--- src/rtl/kbd_playback_pkg.sv ---
// Shared key codes, FSM state encoding and key-match helper for the keyboard playback controller.
package kbd_playback_pkg;

  localparam logic [7:0] ASC_E_UP = 8'h45;
  localparam logic [7:0] ASC_E_LO = 8'h65;
  localparam logic [7:0] ASC_D_UP = 8'h44;
  localparam logic [7:0] ASC_D_LO = 8'h64;
  localparam logic [7:0] ASC_F_UP = 8'h46;
  localparam logic [7:0] ASC_F_LO = 8'h66;
  localparam logic [7:0] ASC_B_UP = 8'h42;
  localparam logic [7:0] ASC_B_LO = 8'h62;
  localparam logic [7:0] ASC_R_UP = 8'h52;
  localparam logic [7:0] ASC_R_LO = 8'h72;
  localparam logic [7:0] ASC_U_UP = 8'h55;
  localparam logic [7:0] ASC_U_LO = 8'h75;
  localparam logic [7:0] ASC_N_UP = 8'h4E;
  localparam logic [7:0] ASC_N_LO = 8'h6E;
  localparam logic [7:0] ASC_S_UP = 8'h53;
  localparam logic [7:0] ASC_S_LO = 8'h73;

  localparam logic [1:0] STATE_IDLE    = 2'd0;
  localparam logic [1:0] STATE_PLAY    = 2'd1;
  localparam logic [1:0] STATE_PAUSE   = 2'd2;
  localparam logic [1:0] STATE_RESTART = 2'd3;

  typedef enum logic [1:0] {
    ST_IDLE    = STATE_IDLE,
    ST_PLAY    = STATE_PLAY,
    ST_PAUSE   = STATE_PAUSE,
    ST_RESTART = STATE_RESTART
  } state_t;

  function automatic logic key_match(input logic [7:0] code, input logic [7:0] up, input logic [7:0] lo);
    return (code == up) || (code == lo);
  endfunction

endpackage

--- src/rtl/kbd_playback_ctrl_if.sv ---
// Key-decoder, flash-reader and status signals of the playback controller; master is the controller side.
interface kbd_playback_ctrl_if #(
  parameter int LVL_W = 3
);
  logic             kbd_data_ready;
  logic [7:0]       kbd_received_ascii_code;
  logic             restart_ack;
  logic             end_of_track;
  logic             direction;
  logic             play_enable;
  logic             restart_req;
  logic             sample_tick;
  logic [LVL_W-1:0] speed_level;
  logic [1:0]       state_dbg;

  modport master (
    input  kbd_data_ready, kbd_received_ascii_code, restart_ack, end_of_track,
    output direction, play_enable, restart_req, sample_tick, speed_level, state_dbg
  );

  modport slave (
    output kbd_data_ready, kbd_received_ascii_code, restart_ack, end_of_track,
    input  direction, play_enable, restart_req, sample_tick, speed_level, state_dbg
  );
endinterface

--- src/rtl/kbd_playback_ctrl_rate_divider.sv ---
// Sample-rate divider: load takes priority and presets divisor-1, run counts down and strobes tick at zero.
// Tick is registered; the first tick after load arrives exactly divisor cycles later, count frozen otherwise.
module playback_rate_divider
  import kbd_playback_pkg::*;
#(
  parameter int DIV_W     = 16,
  parameter int DIV_MIN   = 2,
  parameter int DIV_RESET = 1136
) (
  input  logic             clk,
  input  logic             rst,
  input  logic [DIV_W-1:0] divisor,
  input  logic             run,
  input  logic             load,
  output logic             tick
);

  logic [DIV_W-1:0] eff;
  logic [DIV_W-1:0] count;

  assign eff = (divisor < DIV_W'(DIV_MIN)) ? DIV_W'(DIV_MIN) : divisor;

  always_ff @(posedge clk or posedge rst) begin
    if (rst) begin
      count <= DIV_W'(DIV_RESET - 1);
      tick  <= 1'b0;
    end else begin
      tick <= 1'b0;
      if (load) begin
        count <= eff - 1'b1;
      end else if (run) begin
        if (count == '0) begin
          tick  <= 1'b1;
          count <= eff - 1'b1;
        end else begin
          count <= count - 1'b1;
        end
      end
    end
  end

endmodule

--- src/rtl/kbd_playback_ctrl.sv ---
// Keyboard playback controller: key-edge decode, play/pause/restart FSM, direction, speed level, sample strobe.
// Key actions land two cycles after kbd_data_ready rises; AUTO_LOOP_EN turns end_of_track into a seamless restart.
module kbd_playback_ctrl
  import kbd_playback_pkg::*;
#(
  parameter int DIV_W       = 16,
  parameter int DIV_NOMINAL = 1136,
  parameter int DIV_STEP    = 64,
  parameter int LVL_W       = 3,
  parameter int LVL_DEFAULT = 3,
  parameter int DIV_MIN     = 2
) (
  input  logic                 inclk,
  input  logic                 reset,
  kbd_playback_ctrl_if.master  io
);

  localparam int CW = DIV_W + LVL_W + 1;
  localparam logic signed [CW-1:0] DIV_LO  = CW'(DIV_MIN);
  localparam logic signed [CW-1:0] DIV_HI  = CW'((1 << DIV_W) - 1);
  localparam logic [LVL_W-1:0]     LVL_MAX = '1;
  localparam logic [LVL_W-1:0]     LVL_DEF = LVL_W'(LVL_DEFAULT);

  state_t           state;
  logic             resume;
  logic             play_on;
  logic             req_on;
  logic             dir;
  logic [LVL_W-1:0] level;
  logic             ready_q;
  logic             key_evt;
  logic [7:0]       key_code;

  logic k_e, k_d, k_f, k_b, k_r, k_u, k_n, k_s;
  logic enter_play;
  logic tick;
  logic signed [CW-1:0] div_raw;
  logic [DIV_W-1:0]     divisor;

  assign k_e = key_evt && key_match(key_code, ASC_E_UP, ASC_E_LO);
  assign k_d = key_evt && key_match(key_code, ASC_D_UP, ASC_D_LO);
  assign k_f = key_evt && key_match(key_code, ASC_F_UP, ASC_F_LO);
  assign k_b = key_evt && key_match(key_code, ASC_B_UP, ASC_B_LO);
  assign k_r = key_evt && key_match(key_code, ASC_R_UP, ASC_R_LO);
  assign k_u = key_evt && key_match(key_code, ASC_U_UP, ASC_U_LO);
  assign k_n = key_evt && key_match(key_code, ASC_N_UP, ASC_N_LO);
  assign k_s = key_evt && key_match(key_code, ASC_S_UP, ASC_S_LO);

  // E/D already fold into the resume decision when they coincide with the ack.
  assign enter_play = ((state == ST_IDLE || state == ST_PAUSE) && k_e) ||
                      (state == ST_RESTART && io.restart_ack && (k_e || (resume && !k_d)));

  assign div_raw = CW'(DIV_NOMINAL) + (CW'(LVL_DEFAULT) - signed'(CW'(level))) * CW'(DIV_STEP);

  always_comb begin
    if (div_raw < DIV_LO)      divisor = DIV_W'(DIV_MIN);
    else if (div_raw > DIV_HI) divisor = '1;
    else                       divisor = div_raw[DIV_W-1:0];
  end

  always_ff @(posedge inclk or posedge reset) begin
    if (reset) begin
      state    <= ST_IDLE;
      resume   <= 1'b0;
      play_on  <= 1'b0;
      req_on   <= 1'b0;
      dir      <= 1'b0;
      level    <= LVL_DEF;
      ready_q  <= 1'b0;
      key_evt  <= 1'b0;
      key_code <= 8'h00;
    end else begin
      ready_q <= io.kbd_data_ready;
      key_evt <= io.kbd_data_ready && !ready_q;
      if (io.kbd_data_ready && !ready_q) key_code <= io.kbd_received_ascii_code;

      if (k_f)      dir <= 1'b0;
      else if (k_b) dir <= 1'b1;

      if (k_u && level != LVL_MAX)   level <= level + 1'b1;
      else if (k_n && level != '0)   level <= level - 1'b1;
      else if (k_s)                  level <= LVL_DEF;

      case (state)
        ST_IDLE, ST_PAUSE: begin
          if (enter_play) begin
            state   <= ST_PLAY;
            play_on <= 1'b1;
          end else if (k_d && state == ST_IDLE) begin
            state <= ST_PAUSE;
          end else if (k_r) begin
            state  <= ST_RESTART;
            req_on <= 1'b1;
            resume <= 1'b0;
          end
        end
        ST_PLAY: begin
          if (k_d) begin
            state   <= ST_PAUSE;
            play_on <= 1'b0;
          end else if (k_r) begin
            state   <= ST_RESTART;
            play_on <= 1'b0;
            req_on  <= 1'b1;
            resume  <= 1'b1;
          end else if (io.end_of_track && !key_evt) begin
`ifdef AUTO_LOOP_EN
            state   <= ST_RESTART;
            play_on <= 1'b0;
            req_on  <= 1'b1;
            resume  <= 1'b1;
`else
            state   <= ST_PAUSE;
            play_on <= 1'b0;
`endif
          end
        end
        ST_RESTART: begin
          if (k_e)      resume <= 1'b1;
          else if (k_d) resume <= 1'b0;
          if (io.restart_ack) begin
            req_on  <= 1'b0;
            play_on <= enter_play;
            state   <= enter_play ? ST_PLAY : ST_PAUSE;
          end
        end
        default: begin
          state   <= ST_IDLE;
          play_on <= 1'b0;
          req_on  <= 1'b0;
        end
      endcase
    end
  end

  playback_rate_divider #(
    .DIV_W     (DIV_W),
    .DIV_MIN   (DIV_MIN),
    .DIV_RESET (DIV_NOMINAL)
  ) u_div (
    .clk     (inclk),
    .rst     (reset),
    .divisor (divisor),
    .run     (play_on),
    .load    (enter_play),
    .tick    (tick)
  );

  assign io.direction   = dir;
  assign io.play_enable = play_on;
  assign io.restart_req = req_on;
  assign io.sample_tick = tick && play_on;
  assign io.speed_level = level;
  assign io.state_dbg   = state;

endmodule

--- src/flat_wrapper.sv ---
// flat-port wrapper written by rule: the top's interface ports become plain ports
module kbd_playback_ctrl_flat import kbd_playback_pkg::*;
#(
  parameter int DIV_W       = 16,
  parameter int DIV_NOMINAL = 1136,
  parameter int DIV_STEP    = 64,
  parameter int LVL_W       = 3,
  parameter int LVL_DEFAULT = 3,
  parameter int DIV_MIN     = 2
)
  (inclk, reset, io_kbd_data_ready, io_kbd_received_ascii_code, io_restart_ack, io_end_of_track, io_direction, io_play_enable, io_restart_req, io_sample_tick, io_speed_level, io_state_dbg);
  kbd_playback_ctrl_if #(.LVL_W(LVL_W)) io_i ();
  input  logic inclk;
  input  logic reset;
  input wire logic [$bits(io_i.kbd_data_ready)-1:0] io_kbd_data_ready;
  input wire logic [$bits(io_i.kbd_received_ascii_code)-1:0] io_kbd_received_ascii_code;
  input wire logic [$bits(io_i.restart_ack)-1:0] io_restart_ack;
  input wire logic [$bits(io_i.end_of_track)-1:0] io_end_of_track;
  output wire logic [$bits(io_i.direction)-1:0] io_direction;
  output wire logic [$bits(io_i.play_enable)-1:0] io_play_enable;
  output wire logic [$bits(io_i.restart_req)-1:0] io_restart_req;
  output wire logic [$bits(io_i.sample_tick)-1:0] io_sample_tick;
  output wire logic [$bits(io_i.speed_level)-1:0] io_speed_level;
  output wire logic [$bits(io_i.state_dbg)-1:0] io_state_dbg;
  assign io_i.kbd_data_ready = io_kbd_data_ready;
  assign io_i.kbd_received_ascii_code = io_kbd_received_ascii_code;
  assign io_i.restart_ack = io_restart_ack;
  assign io_i.end_of_track = io_end_of_track;
  assign io_direction = io_i.direction;
  assign io_play_enable = io_i.play_enable;
  assign io_restart_req = io_i.restart_req;
  assign io_sample_tick = io_i.sample_tick;
  assign io_speed_level = io_i.speed_level;
  assign io_state_dbg = io_i.state_dbg;
  kbd_playback_ctrl #(.DIV_W(DIV_W), .DIV_NOMINAL(DIV_NOMINAL), .DIV_STEP(DIV_STEP), .LVL_W(LVL_W), .LVL_DEFAULT(LVL_DEFAULT), .DIV_MIN(DIV_MIN)) u_core (.inclk(inclk), .reset(reset), .io(io_i));
endmodule
--- config.mk ---
export PLATFORM = sky130hd
export DESIGN_NAME = kbd_playback_ctrl_flat
export DESIGN_NICKNAME = d
export VERILOG_FILES = /design/src/rtl/kbd_playback_pkg.sv /design/src/rtl/kbd_playback_ctrl_if.sv /design/src/rtl/kbd_playback_ctrl_rate_divider.sv /design/src/rtl/kbd_playback_ctrl.sv /design/src/flat_wrapper.sv
export SDC_FILE = /design/constraint.sdc
export NUM_CORES = 1
export LEC_CHECK = 0
export BUFFER_PORTS_ARGS = -buffer_cell sky130_fd_sc_hd__buf_2
export CAP_MARGIN = 20
export CORE_ASPECT_RATIO = 2
export CORE_MARGIN = 2
export CORE_UTILIZATION = 45
export DETAILED_ROUTE_END_ITERATION = 12
export GPL_TIMING_DRIVEN = 1
export PLACE_DENSITY = 0.64
export SLEW_MARGIN = 20
export SYNTH_ARGS = -nofsm -noshare
export SYNTH_HDL_FRONTEND = slang
export SYNTH_SLANG_ARGS = --single-unit
--- constraint.sdc ---
create_clock -name inclk -period 2.6 [get_ports inclk]
set_clock_uncertainty 0.1 [all_clocks]
set_input_delay 0.26 -clock inclk [delete_from_list [all_inputs] [get_ports inclk]]
set_output_delay 0.26 -clock inclk [all_outputs]
set_load 0.01 [all_outputs]
Word-level counts from Yosys, hierarchy flattened
Index checks and enable logic that the tools add are counted.
{ "classes": {"reduce_logical": 43, "mux": 43, "eq_ne": 30, "n_addsub": 6, "order_cmp": 3} }
{ "ops": {"columns": ["op", "count"], "rows": [
  ["8-bit by 7-bit equality test with 1-bit output (second input constant)", 16],
  ["16-bit two-way mux", 6],
  ["16-bit by 1-bit subtractor with 16-bit output (second input constant)", 2],
  ["1-bit two-way mux", 22],
  ["12-bit by 20-bit adder with 20-bit output (first input constant)", 1],
  ["20-bit by 17-bit greater-than comparator with 1-bit output (second input constant)", 1],
  ["20-bit by 3-bit less-than comparator with 1-bit output (second input constant)", 1],
  ["1-bit logical AND", 18],
  ["16-bit logical NOT", 1],
  ["16-bit by 2-bit less-than comparator with 1-bit output (second input constant)", 1],
  ["2-bit two-way mux", 8],
  ["1-bit logical OR", 11],
  ["3-bit two-way mux", 3],
  ["1-bit case mux with 3 select lines", 3],
  ["2-bit != test (second input constant)", 4],
  ["4-bit by 1-bit != test with 1-bit output (second input constant)", 2],
  ["2-bit by 1-bit != test with 1-bit output (second input constant)", 3],
  ["2-bit case mux with 3 select lines", 1],
  ["3-bit AND reduction", 2],
  ["6-bit AND reduction", 1],
  ["3-bit nonzero test", 2],
  ["2-bit equality test (second input constant)", 2],
  ["4-bit AND reduction", 1],
  ["2-bit nonzero test", 2],
  ["9 further kinds", 11]
]} }
{ "totals": {"out_inout_bits": 9, "ff_bits": 36, "wordCells": 136} }

Logic depth before layout (Yosys ltp)
{ "logic_depth": {"ltp_word": 11, "ltp_mapped": 8, "mapped_depth_nobuf": 7} }

By module
From an unflattened synthesis, not the netlist that was laid out.
{ "hier_totals": {"hier_cells": 267, "area_unflattened_um2": 2463.6} }
{ "modules_own_cells": {"columns": ["mod", "area_per_inst_um2", "cells_each", "n_inst", "seq_area_each_um2"], "rows": [
  ["playback_rate_divider", 1436.4, 170, 1, 434.2],
  ["kbd_playback_ctrl", 1027.2, 97, 1, 452.9]
]} }

Least setup slack after synthesis
Ideal clock, no wire load.
{ "synth_path": {"path_type": "flip-flop to flip-flop", "start": "reg u_core.u_div.count[3]", "end": "reg u_core.u_div.count[7]", "path_stages_with_launch": 7, "path_buffers": 1, "slack_ns": 0.387, "setup_ns": 0.126, "synth_period_minus_slack_ns": 2.213, "required_time_ns": 2.374, "arrival_time_ns": 1.987, "cell_sequence": "dfstp_2 -> or4_1 -> buf_2 -> or4_4 -> nand4_1 -> o21ai_1 -> a221o_1"} }
{ "synth_via": {"elab_chain_cells": 4} }
{ "synth_lines": {"columns": ["item", "line", "source"], "rows": [
  ["from (decl)", "kbd_playback_ctrl_rate_divider.sv:19", "logic [DIV_W-1:0] count;"],
  ["from (signal assigned)", "kbd_playback_ctrl_rate_divider.sv:25", "count <= DIV_W'(DIV_RESET - 1);"],
  ["from (signal assigned)", "kbd_playback_ctrl_rate_divider.sv:30", "count <= eff - 1'b1;"],
  ["from (signal assigned)", "kbd_playback_ctrl_rate_divider.sv:34", "count <= eff - 1'b1;"],
  ["16-bit by 1-bit subtractor with 16-bit output or 16-bit logical NOT (tied branches)", "kbd_playback_ctrl_rate_divider.sv:36, kbd_playback_ctrl_rate_divider.sv:32", null],
  ["16-bit two-way mux *", "kbd_playback_ctrl_rate_divider.sv:32", "if (count == '0) begin"],
  ["16-bit two-way mux *", "kbd_playback_ctrl_rate_divider.sv:31", "end else if (run) begin"],
  ["16-bit two-way mux *", "kbd_playback_ctrl_rate_divider.sv:29", "if (load) begin"]
]} }
Every way passes the cells marked *; elsewhere a longest branch is shown, timed or not. The select of a mux whose other input is x is not followed.
A chain may end at the register's enable or synchronous reset.

Final worst setup path
{ "layout_path": {"start": "reg u_core.u_div.count[7]", "end": "reg u_core.u_div.count[7]"} }
The elaborated chain is that of the path after synthesis.

==> run_results.csv <==
group,metric,value,unit
routing,firstDrtPassIters,4,
cells_and_area,fin_util,0.523,
logic_synthesis,synth_ff_type,"dfrtp_1",
floorplan,coreArea,4550,sq um
timing,rsz0062_at_grt,"false",
setup_path,crit_type,"reg -> reg",
clocking,root_buffer,"clkbuf_8",
cells_and_area,area_growth,13.7,%
clocking,numCtsBuffers,5,
timing,slew_viol_final,0,
logic_synthesis,syn_area_per_cell,9.16,sq um
global_routing,grt_pass1_vias,1889,
cells_and_area,nNetsFinal,275,
placement,dp_hpwl,3820,um
cells_and_area,antennaDiodeCount,0,
logic_synthesis,synth_top_cells_by_area,"dfrtp_1 31%, dfstp_2 11%, ha_1 4.8%",
logic_synthesis,synthCells,229,
setup_path,crit_top_cell,"or4_4",
setup_path,critPathTopFamily,"simple AND/OR/NAND/NOR gates",
power,ir_drop,0.443,mV
power,p_leak,1.06,nW
logic_synthesis,yosysTopAreaCell,"dfrtp_1",
logic_synthesis,synth_top_family_by_area,"simple AND/OR/NAND/NOR gates",
timing,period_share,0.921,
status,status,"finished, final reports clean",
placement,port_buffers,20,
cells_and_area,fillers,460,
placement,dp_slack,0.227,ns
routing,num_vias,1834,
logic_synthesis,synthesis.nets,250,
clocking,cts_sinks,35,
logic_synthesis,synth_seq_cells,35,
setup_path,critPathLaunchType,"flop",
clocking,worstSkewPairLatency,0.29,ns
timing,fin_tns_setup,0,ns
hold_path,min_path_type,"in -> async",
floorplan,initial_core_util,0.460,
clocking,cts_buffer_depth,2,
routing,first_iter_violations,42,
timing,timing.hold.ws,0.0318,ns
floorplan,die_w,52.3,um
setup_path,crit_slowest_cell,"or4_4",
timing,worstMarginPinSlew,0.844,ns
clocking,clk_pin_slew,0.07,ns
setup_path,end_kind,"flop",
floorplan,num_rows,35,
power,power,1.93,mW
floorplan,die_h,101,um
logic_synthesis,synthArstFlopShare,1.00,
routing,drc,0,
setup_path,crit_buf_inv,0,
cells_and_area,mostFrequentLayoutCell,"dfrtp_1",
floorplan,die_area,5260,sq um
global_routing,grt_pass1_wl,8470,um
logic_synthesis,yosys_warnings,0,
cells_and_area,drive_gt1_frac,0.235,
setup_path,arrival,2.47,ns
timing,hold_viol_final,0,
cells_and_area,seq_area,887,sq um
floorplan,pin_count,22,
routing,avgViaCountPerCell,5.92,
logic_synthesis,synthMuxAreaShare,0.0513,
timing,finalCriticalPeriod,2.39,ns
logic_synthesis,synth_fa_ha_area_frac,0.0477,
timing,setup_viol,0,
clocking,post_cts_resized,0,
global_routing,grt_max_degree,23,
logic_synthesis,syn_area,2100,sq um
global_routing,grt_util_all_layers,0.219,
logic_synthesis,ys_types,55,
power,power.density,809,nW/um^2
routing,wl_per_cell,15.9,um
cells_and_area,mostFrequentLayoutCells,"26 x dfrtp_1, 23 x nor2_1, 22 x nand2_1",
setup_path,cp_cell_sequence,"or4_4, or4_4, nand4_1, o21ai_1, a221o_1",
routing,drtAntennaViolNets,0,
timing,relSlewSlack,0.437,
routing,wirelength,4920,um
setup_path,crit_path_max_fanout,13,
timing,final.setup.worst_slack,0.206,ns
global_routing,gr-total-overflow,0,
logic_synthesis,synth_edf_count,0,
cells_and_area,multiInputGateArea,1110,sq um
placement,gp_congestion,0.936,
logic_synthesis,synth_compound_area_frac,0.166,
logic_synthesis,synth-xor-area-share,0.00418,
flow_run,maxCapViolCount,0,
timing,fmax,0.418,GHz
logic_synthesis,ys_seq_area_frac,0.423,
clocking,cts_tree,"done",
logic_synthesis,synth_top_area_frac,0.310,
clocking,cts-htree-levels,2,
setup_path,cp.required,2.68,ns
setup_path,cp_slowest_stage_delay,0.67,ns
logic_synthesis,synthSimpleGateAreaFrac,0.258,
global_routing,grt_antenna_before_repair,0,
power breakdown:
part,internal [mW],switching [mW],total (mW)
logic,0.271,0.341,0.612
registers,0.730,0.207,0.937
clock network,0.188,0.191,0.379
total,1.19,0.739,1.93
through the flow:
step	cell area, sq um	std cells
2_1_floorplan	2100	229
3_3_place_gp	2290	301
5_1_grt	2380	310
6_report	2380	310
3_5_place_dp	2290	301
4_1_cts	2380	310
cell type report:
class                           instances  area share
Multi-Input combinational cell        170       0.465
Inverter                               11      0.0173
Timing Repair Buffer                   31      0.0829
Tap cell                               55      0.0289
Sequential cell                        35       0.372
Clock buffer                            7      0.0320
Clock inverter                          1     0.00210
synthesized netlist by cell type, types with 2 or more instances:
master and number:
a211oi_1 3, a21boi_1 2, a21oi_1 13, a31oi_1 2, buf_2 4, clkbuf_1 7
dfrtp_1 26, dfstp_2 9, ha_1 8, inv_1 11, mux2_2 6, mux2i_1 4
nand2_1 22, nand2b_1 2, nand3_1 7, nand3b_1 3, nand4_1 6, nor2_1 23
nor3_1 7, nor4_1 4, nor4_2 2, o21a_1 3, o21ai_0 7, o21ai_1 9
o31ai_1 2, or4_1 7, or4_4 2
path summary, 6_finish.rpt:
path | startpoint | to | cells past startpoint | slack (ns)
worst max register to register | u_core.u_div.count[7] | u_core.u_div.count[7] | 5 | 0.21
worst min-delay path | reset | u_core.u_div.tick | 2 | 0.03
max in group asynchronous | reset | u_core.io.speed_level[1] | 3 | 1.65
worst min register to register | u_core.io.direction | u_core.io.direction | 2 | 0.43
min in group inclk | io_kbd_received_ascii_code[0] | u_core.key_code[0] | 3 | 0.08
worst max-delay path | u_core.u_div.count[7] | u_core.u_div.count[7] | 5 | 0.21
logic make-up after synthesis:
group,Yosys count
simple gates,98
compound gates,53
flops,35
buf+inv,24
mux,10
fa+ha+maj,8
xor+xnor,1
state kept, by name, summed over array words and instances (netlist names):
name                   cells
u_core.io.state_dbg        2
u_core.key_evt             1
u_core.u_div.tick          1
u_core.u_div.count        16
u_core.key_code            7
u_core.io.speed_level      3
u_core.io.direction        1
u_core.io.restart_req      1
u_core.io.play_enable      1
u_core.resume              1
u_core.ready_q             1
metal layers:
layer	wire length (um)	share of wire	global-route usage
met1	1700	0.35	0.217
met2	2890	0.59	0.410
met5	0	0	0
met4	199	0.040	0.130
met3	131	0.027	0.0267
worst reg2reg max path: stages, from the launching register on:
cell and delay, ns:
dfrtp_1 0.42, or4_4 0.60, or4_4 0.67, nand4_1 0.14, o21ai_1 0.06, a221o_1 0.29
repair_timing:
action	in CTS	in global routing
setup endpoints to repair	0	0
hold buffers	1	0
endpoints found under the hold margin	1	0
buffers inserted	0	0
Note: power is estimated with default switching activity, not from simulation.
